**config.mk**
```make
export PLATFORM = sky130hd
export DESIGN_NAME = decode_queue
export DESIGN_NICKNAME = d
export VERILOG_FILES = /design/src/rtl/decode_queue.sv
export SDC_FILE = /design/constraint.sdc
export NUM_CORES = 2
export LEC_CHECK = 0
export BUFFER_PORTS_ARGS = -buffer_cell sky130_fd_sc_hd__buf_2
export CORE_MARGIN = 3
export CORE_UTILIZATION = 56
export CTS_BUF_LIST = sky130_fd_sc_hd__clkbuf_8 sky130_fd_sc_hd__clkbuf_16
export DETAILED_ROUTE_END_ITERATION = 7
export PLACE_DENSITY = 0.86
export REMOVE_ABC_BUFFERS = 1
export SLEW_MARGIN = 25
export SYNTH_ARGS = -nofsm -noshare
export SYNTH_HDL_FRONTEND = slang
export SYNTH_SLANG_ARGS = --single-unit
```
**constraint.sdc**
```tcl
create_clock -name clk -period 24.3 [get_ports clk]
set_input_delay 1.215 -clock clk [delete_from_list [all_inputs] [get_ports clk]]
set_output_delay 1.215 -clock clk [all_outputs]
set_load 0.01 [all_outputs]
```
**src/rtl/decode_queue.sv**
```systemverilog
// decode_queue: circular fetch-to-decode instruction buffer with in-order multi-lane enqueue/dequeue.
// Define DQ_PREDECODE_EN to enable direct-branch predecode, prediction correction and front-end redirect.
module decode_queue #(
  parameter int DEPTH = 8,
  parameter int IN_W  = 2,
  parameter int OUT_W = 2
) (
  input  logic                clk,
  input  logic                reset,
  input  logic                flush,
  input  logic [IN_W-1:0]     in_valid,
  input  logic [IN_W*32-1:0]  in_pc,
  input  logic [IN_W*32-1:0]  in_inst,
  input  logic [IN_W-1:0]     in_pred_taken,
  input  logic [IN_W*32-1:0]  in_pred_target,
  output logic                in_ready,
  output logic [OUT_W-1:0]    out_valid,
  output logic [OUT_W*32-1:0] out_pc,
  output logic [OUT_W*32-1:0] out_inst,
  output logic [OUT_W-1:0]    out_pred_taken,
  output logic [OUT_W*32-1:0] out_pred_target,
  output logic [OUT_W-1:0]    out_fixed,
  input  logic                out_ready,
  output logic                redirect_valid,
  output logic [31:0]         redirect_pc
);
  localparam int PW = $clog2(DEPTH);
  localparam int CW = PW + 1;
  logic [PW-1:0] head, tail;
  logic [CW-1:0] count, n_in, n_out;
  logic [31:0] m_pc [DEPTH];
  logic [31:0] m_inst [DEPTH];
  logic [31:0] m_tgt [DEPTH];
  logic [DEPTH-1:0] m_pt, m_fix;
  logic [IN_W-1:0] wr_pt, wr_fix;
  logic [31:0] wr_tgt [IN_W];
  logic enq, stop;
`ifdef DQ_PREDECODE_EN
  logic rd_hit;
  logic [31:0] rd_pc;
`endif
  assign in_ready = count <= CW'(DEPTH - IN_W);
  assign enq = in_ready && !flush && !redirect_valid;
  assign n_out = out_ready ? (count < CW'(OUT_W) ? count : CW'(OUT_W)) : '0;
  for (genvar g = 0; g < IN_W; g++) begin : g_pd
`ifdef DQ_PREDECODE_EN
    logic [31:0] pc, inst, ptgt, tgt;
    logic unc, cnd, jr, pt;
    assign pc   = in_pc[32*g+:32];
    assign inst = in_inst[32*g+:32];
    assign ptgt = in_pred_target[32*g+:32];
    assign pt   = in_pred_taken[g];
    assign unc  = inst[31:27] == 5'b01010;
    assign cnd  = inst[31:26] >= 6'h16 && inst[31:26] <= 6'h1b;
    assign jr   = inst[31:26] == 6'h13;
    assign tgt  = pc + (unc ? {{4{inst[9]}}, inst[9:0], inst[25:10], 2'b00}
                            : {{14{inst[25]}}, inst[25:10], 2'b00});
    assign wr_fix[g] = (pt && !(unc || cnd || jr)) || (pt && (unc || cnd) && ptgt != tgt) || (!pt && unc);
    assign wr_pt[g]  = wr_fix[g] ? unc : pt;
    assign wr_tgt[g] = wr_fix[g] ? (unc ? tgt : pc + 32'd4) : ptgt;
`else
    assign wr_fix[g] = 1'b0;
    assign wr_pt[g]  = in_pred_taken[g];
    assign wr_tgt[g] = in_pred_target[32*g+:32];
`endif
  end
  // A mistaken lane is kept but terminates the group, like an invalid lane does.
  always_comb begin
    n_in = '0;
    stop = 1'b0;
`ifdef DQ_PREDECODE_EN
    rd_hit = 1'b0;
    rd_pc = '0;
`endif
    for (int i = 0; i < IN_W; i++) begin
      if (enq && !stop && in_valid[i]) begin
        n_in = n_in + CW'(1);
        stop = wr_fix[i];
`ifdef DQ_PREDECODE_EN
        rd_hit = wr_fix[i];
        rd_pc = wr_tgt[i];
`endif
      end else stop = 1'b1;
    end
  end
  always_ff @(posedge clk) begin
    if (reset || flush) begin
      head <= '0;
      tail <= '0;
      count <= '0;
    end else begin
      head <= head + PW'(n_out);
      tail <= tail + PW'(n_in);
      count <= count + n_in - n_out;
    end
    for (int i = 0; i < IN_W; i++)
      if (CW'(i) < n_in) begin
        m_pc[tail + PW'(i)] <= in_pc[32*i+:32];
        m_inst[tail + PW'(i)] <= in_inst[32*i+:32];
        m_tgt[tail + PW'(i)] <= wr_tgt[i];
        m_pt[tail + PW'(i)] <= wr_pt[i];
        m_fix[tail + PW'(i)] <= wr_fix[i];
      end
  end
`ifdef DQ_PREDECODE_EN
  always_ff @(posedge clk) begin
    if (reset) begin
      redirect_valid <= 1'b0;
      redirect_pc <= '0;
    end else begin
      redirect_valid <= rd_hit;
      if (rd_hit) redirect_pc <= rd_pc;
    end
  end
`else
  assign redirect_valid = 1'b0;
  assign redirect_pc = '0;
`endif
  for (genvar g = 0; g < OUT_W; g++) begin : g_out
    logic [PW-1:0] idx;
    assign idx = head + PW'(g);
    assign out_valid[g] = count > CW'(g);
    assign out_pc[32*g+:32] = m_pc[idx];
    assign out_inst[32*g+:32] = m_inst[idx];
    assign out_pred_target[32*g+:32] = m_tgt[idx];
    assign out_pred_taken[g] = m_pt[idx];
    assign out_fixed[g] = m_fix[idx];
  end
endmodule

```
==> parameters.txt <==
Parameter                              Value

Outcome
  Status    complete, no violations

Run
  Max-capacitance violation count    0

Final layout
  Area of the multi-input gates    20,800 sq um
  FILL cells    5,374
  Synthesis-to-layout area growth    12.7%
  Proportion of layout cells with a drive suffix above 1    0.667
  Core utilization of the finished layout    0.641
  Final standard cell area without fillers    51,100 sq um
  Sequential standard cell area    23,600 sq um
  Total Nets Final    3,047

Timing
  Clock period minus final worst setup slack    5.57 ns
  Maximum clock frequency    180 MHz
  Transition time of the tightest slew-check pin    1.07 ns
  Setup repair after global routing missed its margin    false
  Final count of negative-setup-slack endpoints    0
  Total Negative Setup Slacks    0 ns
  Final clock skew    0.0220 ns
  Number of hold-slack violations in the final timing report    0
  Worst hold slack after final layout    0.450 ns
  Final Cycle Share    0.229
  Number of pins exceeding their max-slew limit in the final report    0
  Relative slew slack    0.289

Power
  PwrDens    63.8 nW/um^2
  Leak pwr    16.7 nW
  Peak VDD IR    0.0500 mV

Clock network
  Post CTS Setup Buffer Count    0
  CTS Sinks    794
  Cell at the root of the clock tree    clkbuf_16
  Number of hold buffers added after cts    0
  Number of gates resized after CTS    0
  TritonCTS Buffers    85
  Maximum root-to-sink buffer count    3
  Post-CTS clock slew at the launch and capture registers of the worst setup and hold paths    0.06 ns
  Skew-Pair Late Insertion Delay    0.64 ns
  CTS tree    built
  CTS H-Tree Depth    3

Worst setup path
  Critical Path Fanout Max    140
  Critical R2R Launch    count[1]$_SDFF_PP0_
  Worst setup path end    out_pred_target[63]
  Critical Path Source    head[0]$_SDFF_PP0_
  Startpoint types    flip-flop
  Worst setup EP type    primary output
  Slowest cell on crit path    dfxtp_4
  WS Path Type    reg -> out
  Worst flop-to-flop path endpoint    m_tgt[1][28]$_DFFE_PP_
  Number of buffer and inverter instances along the worst setup path    2
  Data arrival, critical path    4.35 ns
  Cell depth of the worst flop-to-flop path    8
  Stage delay of the slowest cell on the critical path    0.90 ns
  Register-to-Register Setup Slack    19.18 ns
  Required time at the endpoint of the critical path    23.08 ns
  Total stage count of the critical path    5
  Kind of cell adding the most delay to the critical path    multiplexers
  Worst-path cell chain    ha_4, buf_12, mux4_2, mux2_2, buf_2

Route
  Wire per inst    31.2 um
  Total vias in the final route    27,100
  Violation count after the first detailed-routing iteration    2,694
  Remaining antenna violation count    0
  Number of remaining DRC errors    0
  Post-Route WL    124 mm
  Via/cell ratio    6.79
  Pre-antenna DRT Iters    7

Floorplanning
  Full die area    84,400 sq um
  Height of the die    291 um
  Die width    291 um
  Placement Rows    103
  Number of I/O pins    432
  Standard cell core area    79,600 sq um
  Effective utilization at floorplan    0.569

Placed design
  Standard cell area after detailed placement    48,200 sq um
  Post-detailed-placement half-perimeter wirelength    71.1 mm
  RD Place Congestion    0.820
  Number of I/O port buffers    398

Logic synthesis
  Synth Area per Inst    18.2 sq um
  Post-synth cell types    44
  Most instantiated cells after synthesis    mux2_2 (949), edfxtp_1 (768), mux4_2 (392), buf_2 (106), clkbuf_1 (54)
  Library cell with the largest summed area after synthesis    edfxtp_1
  Most used standard cell by instance count after synthesis    mux2_2
  Post-synth EDFFs    768
  Cells after Synth    2,497
  Mapped cell area    45,400 sq um
  Warnings from Yosys    0
  Leading post-synthesis cells by cell area    edfxtp_1 (51%), mux2_2 (24%), mux4_2 (19%)
  Area fraction of the dominant cell type after synthesis    0.509
  Flops & latches, synth    794
  Proportion of synthesized chip area in sequential cells    0.520
  Share of async-settable or async-resettable flops after synthesis    0
  Most used DFF post-synth    edfxtp_1

GRT
  Maximum number of pins on one net before global-route repair    141
  GR Util All Layers    0.292
  Number of antenna violations at the first check in global routing    44
  Number of global-route vias before repair    29,200
  Wire length of the first global-routing pass    187 mm
  Global route overflow    0

Hold path
  Class of the tightest hold or removal check    reg -> reg
-- worst reg2reg max path: cells and delay by family (launching register included) --
| family | cells | cell delay, ns |
|---|---|---|
| fa+ha+maj | 1 | 0.30 |
| flops | 1 | 0.34 |
| buf+inv | 1 | 0.91 |
| simple gates | 6 | 3.14 |
-- per-stage QoR --
step           power, mW  setup slack [ns]  cells
4_1_cts             3.28             18.54   3953
3_5_place_dp        1.97             18.28   3795
3_3_place_gp        1.95             18.48   3795
6_report            3.26             18.73   3989
2_1_floorplan       1.87              4.56   2302
5_1_grt             3.36             18.48   3975
-- area by class of cell --
type / instances / area share
inverter: 15 / 0.00110
clock inverter: 73 / 0.0133
sequential: 794 / 0.462
antenna: 36 / 0.00176
clock buffer: 85 / 0.0416
tap: 1050 / 0.0257
timing repair buffer: 443 / 0.0471
multi-input combinational: 1493 / 0.408
-- layer usage --
layer	track usage	wire, um	up-vias
met2	0.477	62600	1435
met4	0.108	3550	22
met5	0	139	-
met3	0.0669	12200	255
li1	-	-	11100
met1	0.388	46000	14200
-- sequential cells by signal (all words and copies together) (netlist names) --
name,count
m_tgt,256
m_pt,8
m_fix,8
head,3
m_pc,256
m_inst,256
count,4
tail,3
-- kinds of logic after synthesis --
logic type               share of synthesized area
AO/OA/AOI/OAI                              0.00130
XOR/XNOR                                   0.00168
adder cells (fa/ha/maj)                    0.00463
buffers and inverters                       0.0267
flip-flops                                   0.520
multiplexers                                 0.438
other                                     0.000166
AND/OR/NAND/NOR                            0.00756
-- report_power, final --
group	internal, mW	leakage [nW]	switching (mW)	total, mW
Clock	0.759	1.43	0.554	1.31
Combinational	0.200	8.12	0.197	0.397
Sequential	1.53	7.16	0.0174	1.55
Total	2.49	16.7	0.768	3.26
-- how the worst min path moves through the flow --
stage / startpoint / to / depth (start not counted)
floorplan: m_fix[0]$_DFF_P_ / m_fix[0]$_DFF_P_ / 2
global placement: m_fix[0]$_DFF_P_ / m_fix[0]$_DFF_P_ / 2
detailed placement: m_fix[4]$_DFF_P_ / m_fix[4]$_DFF_P_ / 2
CTS: m_fix[0]$_DFF_P_ / m_fix[0]$_DFF_P_ / 2
global route: m_fix[4]$_DFF_P_ / m_fix[4]$_DFF_P_ / 2
finish: m_fix[0]$_DFF_P_ / m_fix[0]$_DFF_P_ / 2
-- layout by cell type, fill, tap and decap left out, types with 16 or more instances in the layout --
cell type	Yosys	layout
inv_1	15	31
clkinv_2	0	16
buf_4	45	36
conb_1	2	34
buf_2	106	398
dfxtp_1	26	23
mux2_2	949	949
edfxtp_1	768	768
clkbuf_16	0	85
mux2_1	30	30
diode_2	0	36
clkinv_1	0	16
mux4_2	392	392
No activity file was read; power rests on OpenSTA's default activity.
